$ cat config.mk
export PLATFORM = sky130hd
export DESIGN_NAME = montador_senha_flat
export DESIGN_NICKNAME = d
export VERILOG_FILES = /design/src/rtl/fechadura_pkg.sv /design/src/rtl/montador_senha_if.sv /design/src/rtl/montador_senha_contador.sv /design/src/rtl/montador_senha.sv /design/src/flat_wrapper.sv
export SDC_FILE = /design/constraint.sdc
export NUM_CORES = 1
export LEC_CHECK = 0
export ABC_CLOCK_PERIOD_IN_PS = 4500
export BUFFER_PORTS_ARGS = -buffer_cell sky130_fd_sc_hd__buf_2
export CAP_MARGIN = 20
export CORE_MARGIN = 2
export CORE_UTILIZATION = 35
export CTS_CLUSTER_DIAMETER = 150
export DETAILED_ROUTE_END_ITERATION = 12
export SYNTH_ARGS = -nofsm -noshare
export SYNTH_HDL_FRONTEND = slang
export SYNTH_SLANG_ARGS = --single-unit
$ cat constraint.sdc
create_clock -name clk -period 4.5 [get_ports clk]
set_clock_uncertainty 0.15 [all_clocks]
set_input_delay 0.675 -clock clk [delete_from_list [all_inputs] [get_ports clk]]
set_output_delay 0.675 -clock clk [all_outputs]
set_load 0.05 [all_outputs]
$ cat src/rtl/fechadura_pkg.sv
// Shared definitions for the lock keypad path.
// Key codes coming from the matrix-keypad decoder and the PIN assembler states.
package fechadura_pkg;

   localparam logic [3:0] TECLA_ASTERISCO = 4'hA;
   localparam logic [3:0] TECLA_CERQUILHA = 4'hB;
   localparam logic [3:0] BCD_BLANK       = 4'hF;

   typedef enum logic [1:0] {
      IDLE    = 2'd0,
      ENTRADA = 2'd1,
      PRONTO  = 2'd2
   } estado_t;

endpackage

$ cat src/rtl/montador_senha_if.sv
// PIN handoff between the PIN assembler (master) and the operational FSM (slave).
//   pin_bcd   : packed BCD PIN, newest digit in [3:0], unused nibbles 0xF
//   pin_len   : number of valid digits in pin_bcd
//   pin_valid : PIN ready, held until pin_ack
//   pin_ack   : consumer accepted the PIN
interface montador_senha_if #(
   parameter int MAX_DIGITS = 12
);
   localparam int LEN_W = $clog2(MAX_DIGITS + 1);

   logic [4*MAX_DIGITS-1:0] pin_bcd;
   logic [LEN_W-1:0]        pin_len;
   logic                    pin_valid;
   logic                    pin_ack;

   modport master (output pin_bcd, pin_len, pin_valid, input pin_ack);
   modport slave  (input pin_bcd, pin_len, pin_valid, output pin_ack);
endinterface

$ cat src/rtl/montador_senha_contador.sv
// Inactivity down-counter. Loads TICKS-1 on restart or while not running and
// counts down while run is high; expire pulses for the single cycle in which
// the count sits at zero, after which it reloads.
//   clk, rst : clock, async active-low reset
//   restart  : reload the count (wins over expiry)
//   run      : count enable
//   expire   : one-cycle pulse after TICKS running cycles without restart
module contador_inatividade #(
   parameter int TICKS = 250_000_000
) (
   input  logic clk,
   input  logic rst,
   input  logic restart,
   input  logic run,
   output logic expire
);
   localparam int               CNT_W = (TICKS > 1) ? $clog2(TICKS) : 1;
   localparam logic [CNT_W-1:0] CARGA = CNT_W'(TICKS - 1);

   logic [CNT_W-1:0] cnt;

   always_ff @(posedge clk or negedge rst) begin
      if (!rst) begin
         cnt <= CARGA;
      end else if (restart || !run || cnt == '0) begin
         cnt <= CARGA;
      end else begin
         cnt <= cnt - 1'b1;
      end
   end

   assign expire = run & ~restart & (cnt == '0);

endmodule

$ cat src/rtl/montador_senha.sv
// PIN assembler: turns one-cycle keypad events into a packed-BCD PIN of
// variable length, hands it to the operational FSM over pin_if, and feeds a
// 6-digit view of the entry to the display.
//   clk, rst       : clock, async active-low reset
//   enable         : entry allowed
//   digitos_value  : key code (0-9 digit, 0xA '*', 0xB '#', 0xC-0xF ignored)
//   digitos_valid  : strobe qualifying digitos_value
//   pin_if         : PIN handoff (master side)
//   disp_bcd       : last 6 digits, newest in [3:0], blanks 0xF
//   bip_tecla      : pulse per accepted key
//   erro           : pulse on submit with too few digits
//   timeout        : pulse when entry is abandoned for inactivity
//
// state   | meaning
// IDLE    | buffer empty, waiting for the first digit
// ENTRADA | digits being typed, inactivity timer running
// PRONTO  | PIN presented on pin_if, frozen until pin_ack
module montador_senha
   import fechadura_pkg::*;
#(
   parameter int CLK_FREQ_HZ = 50_000_000,
   parameter int TIMEOUT_S   = 5,
   parameter int MAX_DIGITS  = 12,
   parameter int MIN_DIGITS  = 4
) (
   input  logic                     clk,
   input  logic                     rst,
   input  logic                     enable,
   input  logic [3:0]               digitos_value,
   input  logic                     digitos_valid,
   montador_senha_if.master         pin_if,
   output logic [23:0]              disp_bcd,
   output logic                     bip_tecla,
   output logic                     erro,
   output logic                     timeout
);
   localparam int               LEN_W   = $clog2(MAX_DIGITS + 1);
   localparam int               BUF_W   = 4 * MAX_DIGITS;
   localparam int               TICKS   = TIMEOUT_S * CLK_FREQ_HZ;
   localparam logic [LEN_W-1:0] LEN_MAX = LEN_W'(MAX_DIGITS);
   localparam logic [LEN_W-1:0] LEN_MIN = LEN_W'(MIN_DIGITS);

   estado_t          state;
   logic [BUF_W-1:0] pin_bcd;
   logic [LEN_W-1:0] pin_len;
   logic             pin_valid;

   logic tecla_ok;
   logic is_digit;
   logic expire;

   assign is_digit = (digitos_value <= 4'd9);
   // Codes 0xC-0xF never count as a key, so they neither bip nor restart the timer.
   assign tecla_ok = digitos_valid & enable & (state != PRONTO) &
                     (digitos_value <= TECLA_CERQUILHA);

   // Every accepted digit restarts the timer, including one dropped on a full buffer.
   contador_inatividade #(.TICKS(TICKS)) u_timer (
      .clk     (clk),
      .rst     (rst),
      .restart (tecla_ok & is_digit),
      .run     (state == ENTRADA),
      .expire  (expire)
   );

   always_ff @(posedge clk or negedge rst) begin
      if (!rst) begin
         state     <= IDLE;
         pin_bcd   <= {MAX_DIGITS{BCD_BLANK}};
         pin_len   <= '0;
         pin_valid <= 1'b0;
         bip_tecla <= 1'b0;
         erro      <= 1'b0;
         timeout   <= 1'b0;
      end else begin
         bip_tecla <= 1'b0;
         erro      <= 1'b0;
         timeout   <= 1'b0;
         case (state)
            PRONTO: begin
               if (pin_if.pin_ack) begin
                  state     <= IDLE;
                  pin_bcd   <= {MAX_DIGITS{BCD_BLANK}};
                  pin_len   <= '0;
                  pin_valid <= 1'b0;
               end
            end
            default: begin
               if (!enable) begin
                  state   <= IDLE;
                  pin_bcd <= {MAX_DIGITS{BCD_BLANK}};
                  pin_len <= '0;
               end else if (tecla_ok) begin
                  if (is_digit) begin
                     state <= ENTRADA;
                     if (pin_len < LEN_MAX) begin
                        pin_bcd   <= {pin_bcd[BUF_W-5:0], digitos_value};
                        pin_len   <= pin_len + LEN_W'(1);
                        bip_tecla <= 1'b1;
                     end
                  end else if (digitos_value == TECLA_ASTERISCO) begin
                     state     <= IDLE;
                     pin_bcd   <= {MAX_DIGITS{BCD_BLANK}};
                     pin_len   <= '0;
                     bip_tecla <= 1'b1;
                  end else if (pin_len >= LEN_MIN) begin
                     state     <= PRONTO;
                     pin_valid <= 1'b1;
                     bip_tecla <= 1'b1;
                  end else begin
                     state   <= IDLE;
                     pin_bcd <= {MAX_DIGITS{BCD_BLANK}};
                     pin_len <= '0;
                     erro    <= 1'b1;
                  end
               end else if (state == ENTRADA && expire) begin
                  state   <= IDLE;
                  pin_bcd <= {MAX_DIGITS{BCD_BLANK}};
                  pin_len <= '0;
                  timeout <= 1'b1;
               end
            end
         endcase
      end
   end

   assign pin_if.pin_bcd   = pin_bcd;
   assign pin_if.pin_len   = pin_len;
   assign pin_if.pin_valid = pin_valid;
   assign disp_bcd         = pin_bcd[23:0];

endmodule

$ cat src/flat_wrapper.sv
// flat-port wrapper written by rule: the top's interface ports become plain ports
module montador_senha_flat import fechadura_pkg::*;
#(
   parameter int CLK_FREQ_HZ = 50_000_000,
   parameter int TIMEOUT_S   = 5,
   parameter int MAX_DIGITS  = 12,
   parameter int MIN_DIGITS  = 4
)
  (clk, rst, enable, digitos_value, digitos_valid, disp_bcd, bip_tecla, erro, timeout, pin_if_pin_bcd, pin_if_pin_len, pin_if_pin_valid, pin_if_pin_ack);
  montador_senha_if #(.MAX_DIGITS(MAX_DIGITS)) pin_if_i ();
  input  logic clk;
  input  logic rst;
  input  logic enable;
  input  logic [3:0] digitos_value;
  input  logic digitos_valid;
  output logic [23:0] disp_bcd;
  output logic bip_tecla;
  output logic erro;
  output logic timeout;
  output wire logic [$bits(pin_if_i.pin_bcd)-1:0] pin_if_pin_bcd;
  output wire logic [$bits(pin_if_i.pin_len)-1:0] pin_if_pin_len;
  output wire logic [$bits(pin_if_i.pin_valid)-1:0] pin_if_pin_valid;
  input wire logic [$bits(pin_if_i.pin_ack)-1:0] pin_if_pin_ack;
  assign pin_if_pin_bcd = pin_if_i.pin_bcd;
  assign pin_if_pin_len = pin_if_i.pin_len;
  assign pin_if_pin_valid = pin_if_i.pin_valid;
  assign pin_if_i.pin_ack = pin_if_pin_ack;
  montador_senha #(.CLK_FREQ_HZ(CLK_FREQ_HZ), .TIMEOUT_S(TIMEOUT_S), .MAX_DIGITS(MAX_DIGITS), .MIN_DIGITS(MIN_DIGITS)) u_core (.clk(clk), .rst(rst), .enable(enable), .digitos_value(digitos_value), .digitos_valid(digitos_valid), .pin_if(pin_if_i), .disp_bcd(disp_bcd), .bip_tecla(bip_tecla), .erro(erro), .timeout(timeout));
endmodule
* Yosys cells after proc, flatten, opt, wreduce, memory -nomap -nowiden
Index checks and enable logic that the tools add are counted.
** Storage, ports and cells
- Flip-flop bits (word level) :: 86
- Bits of input ports :: 9
- Output and inout port bits :: 80
- Logic and storage cells :: 93
** Operators by class
- Add/sub/neg operators :: 2
- $lt $le $gt $ge :: 4
- Equal/unequal tests :: 10
- Muxes and demuxes :: 51
- Bitwise operators :: 7
- Reductions and logical operators :: 11
** Operators with widths (number)
- $mux W48 :: 9
- $mux W4 :: 9
- $logic_not A28 Y1 :: 1
- $mux W28 :: 1
- $sub A28 B1 Y28 const B :: 1
- $mux W1 :: 24
- $mux W2 :: 8
- $le A4 B4 Y1 const B :: 2
- $ne A2 B2 Y1 const B :: 4
- $and A1 B1 Y1 :: 6
- $ne A6 B6 Y1 const B :: 1
- $reduce_and A6 Y1 :: 1
- $reduce_bool A2 Y1 :: 3
- $ne A5 B5 Y1 const B :: 1
- $add A4 B1 Y4 const B :: 1
- $eq A4 B4 Y1 const B :: 1
- $ge A4 B3 Y1 const B :: 1
- $lt A4 B4 Y1 const B :: 1
- $ne A4 B1 Y1 const B :: 1
- $reduce_and A4 Y1 :: 1
- $eq A2 B1 Y1 const B :: 1
- $eq A2 B2 Y1 const B :: 1
- $logic_or A1 B1 Y1 :: 2
- $reduce_and A2 Y1 :: 1
- other kinds (3) :: 3

* Longest topological paths before layout
- Depth in word-level cells :: 12
- Depth in mapped cells :: 9
- Mapped depth without buffers :: 7

* Hierarchy
From an unflattened synthesis, not the netlist that was laid out.
** Unflattened totals
- Cell total of the unflattened synthesis :: 421
- Area, all modules :: 4165.2 µm²
** Modules (own cells, without submodules)
- montador_senha :: instances 1, cells an instance 265, area an instance 2645.0 µm², seq. area each 1511.4 µm²
- contador_inatividade :: instances 1, cells an instance 156, area an instance 1520.2 µm², seq. area each 724.4 µm²

* Least setup slack after synthesis
Ideal clock, no wire load.
- Path kind :: input port to flip-flop
- From :: input digitos_valid
- To :: register u_core.pin_bcd[0], in the netlist u_core.pin_if.pin_bcd[0]
- Library setup time :: 0.080 ns
- Arrival :: 2.177 ns
- Data required time :: 4.270 ns
- Path slack :: 2.094 ns
- Stages on the path :: 6
- Path buffers :: 2
- Path through :: a21boi_0 nand4_1 or2_2 clkbuf_1 clkbuf_1 o22a_1
** Between the ends
- Cells in the longest elaborated chain, start to end :: 10
- Elaborated cells on any way between the ends :: 15
- Those cells by class :: eq/ne: 3; mux: 3; bitwise: 7; reduce/logical: 2
** Ends and longest elaborated chain
- start: declaration :: RTL line flat_wrapper.sv:15 : input logic digitos_valid;
- $and A1 B1 Y1 (*) (3 in a row) :: RTL line montador_senha.sv:54 : assign tecla_ok = digitos_valid & enable & (state != PRONTO) &
- $and A1 B1 Y1 :: RTL line montador_senha.sv:61 : .restart (tecla_ok & is_digit),
- $not A1 Y1 :: RTL line montador_senha_contador.sv:32 : assign expire = run & ~restart & (cnt == '0);
- $and A1 B1 Y1 (2 in a row) :: RTL line montador_senha_contador.sv:32
- $logic_and A1 B1 Y1 :: RTL line montador_senha.sv:116 : end else if (state == ENTRADA && expire) begin
- $ne A4 B1 Y1 (no source line)
- $reduce_and A4 Y1 (no source line)
- end signal: assignment :: RTL line montador_senha.sv:103 : pin_bcd <= {MAX_DIGITS{BCD_BLANK}};
- end signal: assignment :: RTL line montador_senha.sv:112 : pin_bcd <= {MAX_DIGITS{BCD_BLANK}};
- end signal: assignment :: RTL line montador_senha.sv:118 : pin_bcd <= {MAX_DIGITS{BCD_BLANK}};
- end: declaration :: RTL line montador_senha.sv:44 : logic [BUF_W-1:0] pin_bcd;
Mark *: on every way between the ends. The rest lies on a longest branch, timed or not.
A chain may end at the register's enable or synchronous reset.

* Worst setup path after layout
- From :: register u_core.u_timer.cnt[14]
- To :: register u_core.pin_len[3], in the netlist u_core.pin_if.pin_len[3]
** Between the ends
- Cells in the longest elaborated chain, start to end :: 5
** Ends and longest elaborated chain
- start: declaration :: RTL line montador_senha_contador.sv:20 : logic [CNT_W-1:0] cnt;
- start signal: assignment :: RTL line montador_senha_contador.sv:28 : cnt <= cnt - 1'b1;
- $logic_not A28 Y1 :: RTL line montador_senha_contador.sv:32
- $and A1 B1 Y1 :: RTL line montador_senha_contador.sv:32
- $logic_and A1 B1 Y1 :: RTL line montador_senha.sv:116
- $ne A4 B1 Y1 (no source line)
- $reduce_and A4 Y1 (no source line)
- end signal: assignment :: RTL line montador_senha.sv:98 : pin_len <= pin_len + LEN_W'(1);
- end: declaration :: RTL line montador_senha.sv:45 : logic [LEN_W-1:0] pin_len;
No other way between the ends.

==> impl_metrics.json <==
{
  "synthesis.yosys.warnings": 0,
  "clockRootBuffer": "clkbuf_8",
  "yosys_most_used_dff": "dfstp_2",
  "ys_async_sr_fraction": 1.00,
  "fp.dieH_um": 109,
  "cts_hold_buf": 0,
  "hpwl_mm": 5.36,
  "cts_buffers": 9,
  "area_growth_pct": 15.6,
  "vias_per_cell": 5.08,
  "p_sw_frac": 0.255,
  "drtPass1Iterations": 4,
  "critical_path_required_ns": 4.56,
  "drc": 0,
  "drt_iter0_drc": 132,
  "portBuffers": 88,
  "most-common-layout-cells": "buf_2, dfstp_2, o22a_1",
  "cp_data_arrival_time_ns": 2.87,
  "clockBufferDepth": 2,
  "multiInputGateArea_sq_um": 1360,
  "intPower_uw": 1130,
  "worst_setup_path_end_kind": "register",
  "io_pins": 89,
  "clkSinkCount": 86,
  "h-tree-depth": 3,
  "grt_usage": 0.140,
  "finalCritPeriodShare": 0.625,
  "maxCapViolCount": 0,
  "synth_cell_types": 42,
  "slew_viol_final": 0,
  "grt_pass1_vias": 2568,
  "synth.top_cell.area_share": 0.454,
  "p_leak_uw": 0.00164,
  "vias": 2760,
  "cts_tree": "yes",
  "coreArea_sq_um": 10800,
  "grt_overflow": 0,
  "criticalPathCategory": "reg -> reg",
  "period_minus_slack_ns": 2.81,
  "synthCells": 336,
  "diodes": 0,
  "seq_area_frac_synth": 0.576,
  "preCtsSetupSlack_ns": 1.66,
  "maxClockFrequency_ghz": 0.355,
  "power_frac_clock": 0.415,
  "ant_nets": 0,
  "hp-class": "in -> async",
  "cts_setup_buffers": 0,
  "power-per-cell-area_nw_per_um2": 339,
  "rsz0062_at_grt": "no",
  "antenna_found_initial": 0,
  "synth_enable_flop_cells": 0,
  "ys_top_cells_by_area": "dfstp_2, dfrtp_1, o22a_1, xnor2_1, buf_4",
  "clock_latency_ns": 0.36,
  "path_clk_slew_ns": 0.10,
  "crit_fanout": 52,
  "vdd_drop_max_uv": 152,
  "die-area_sq_um": 11900,
  "hold_viol": 0,
  "cp_cell_sequence": "or2_1 -> or4_1 -> nor4_1 -> a21o_1 -> buf_4 -> a22oi_1",
  "layout.nets": 410,
  "gp_congestion": 0.788,
  "syn_area_sq_um": 3880,
  "crit_family": "simple AND/OR/NAND/NOR gates",
  "nFillCells": 1074,
  "grt_max_degree": 64,
  "crit_path_start_kind": "register",
  "avgRoutedWirePerCell_um": 14.8,
  "r2r_slack_ns": 1.69,
  "setup_viol": 0,
  "grt_pass1_wl_mm": 13.0,
  "synth_largest_area_cell": "dfstp_2",
  "status": "completed",
  "cp_slowest_cell": "or4_1",
  "avgSynthCellArea_sq_um": 11.5,
  "p_sw_uw": 387,
  "seq_area_sq_um": 2240,
  "timing.setup.tns_ns": 0,
  "die_x_um": 109,
  "fp-row-count": 38,
  "seqPwrFrac": 0.521,
  "tightest_slew_ns": 0.943,
  "mappedNetlistNets": 348,
  "path_buf_inv": 1,
  "slew_headroom": 0.371,
  "synth_seq_cells": 86,
  "combPwrFrac": 0.064,
  "final_common_cell": "buf_2",
  "cts-resized-gates": 0,
  "fin_ws_ns": 1.69,
  "start_util": 0.358,
  "slowest_delay_ns": 0.65,
  "layout-drive-gt1-share": 0.437,
  "wl_mm": 8.05
}
[state kept, by name, indices dropped and copies added, names as in the netlist]
signal and flops:
u_core.bip_tecla 1, u_core.erro 1, u_core.pin_if.pin_bcd 48, u_core.pin_if.pin_len 4
u_core.pin_if.pin_valid 1, u_core.state 2, u_core.timeout 1, u_core.u_timer.cnt 28
[cells in the mapped netlist, drive strengths merged (4+ instances only)]
master / instances
nand3: 8
dfrtp: 19
clkbuf: 7
o21ai: 5
nor2: 19
nand2: 32
nor3: 11
o22a: 46
xnor2: 21
or4: 6
buf: 32
dfstp: 67
nor4: 13
nand2b: 4
inv: 7
[power by group through the flow]
| stage | registers, uW | clock network, uW | logic (uW) |
|---|---|---|---|
| CTS | 791 | 651 | 99.6 |
| global route | 792 | 687 | 107 |
| detailed placement | 804 | 0 | 99.6 |
| global placement | 803 | 0 | 97.9 |
| floorplan | 819 | 0 | 51.2 |
| finish | 791 | 631 | 97.0 |
[routing by layer]
metal,wire length [um],track usage
met5,0,0
met4,87,0.0434
met3,378,0.0359
met2,3720,0.217
met1,3870,0.193
[area by class of cell]
type                       count  area share
clock buffer                   9      0.0276
clock inverter                 7      0.0243
inverter                       7     0.00586
multi-input combinational    204       0.303
sequential                    86       0.498
tap                          140      0.0391
timing repair buffer          90       0.102
[path summary, 6_finish.rpt]
check | start | cells past startpoint | end
setup / recovery | u_core.u_timer.cnt[14] | 6 | u_core.pin_if.pin_len[3]
hold / removal | rst | 1 | u_core.u_timer.cnt[7]
setup reg to reg | u_core.u_timer.cnt[14] | 6 | u_core.pin_if.pin_len[3]
hold reg to reg | u_core.u_timer.cnt[0] | 1 | u_core.u_timer.cnt[0]
max in group asynchronous | rst | 2 | u_core.u_timer.cnt[25]
min in group clk | u_core.u_timer.cnt[0] | 1 | u_core.u_timer.cnt[0]
[logic make-up (layout without fill, tap and decap cells)]
logic type / after synthesis / in the layout / synth area share
xor+xnor: 24 / 24 / 0.0542
fa+ha+maj: 3 / 3 / 0.00968
compound gates: 65 / 65 / 0.135
simple gates: 109 / 109 / 0.143
flops: 86 / 86 / 0.576
mux: 3 / 3 / 0.00774
buf+inv: 46 / 113 / 0.0736
[stage by stage]
step / hold slack (ns) / total power, uW / cells / cell area [sq um] / utilization
final: 0.261 / 1520 / 543 / 4490 / 0.414
after global routing: 0.300 / 1590 / 543 / 4490 / 0.414
after CTS: 0.267 / 1540 / 543 / 4490 / 0.414
after detailed placement: 0.308 / 903 / 527 / 4250 / 0.392
after global placement: 0.305 / 901 / 527 / 4250 / 0.392
after floorplan: 0.229 / 870 / 336 / 3880 / -
[worst register-to-register path: stages, from the launching register on]
cell and delay [ns]:
dfrtp_1 0.41, or2_1 0.22, or4_1 0.65, nor4_1 0.42, a21o_1 0.17, buf_4 0.44
a22oi_1 0.20
(Power assumes the default switching activity.)
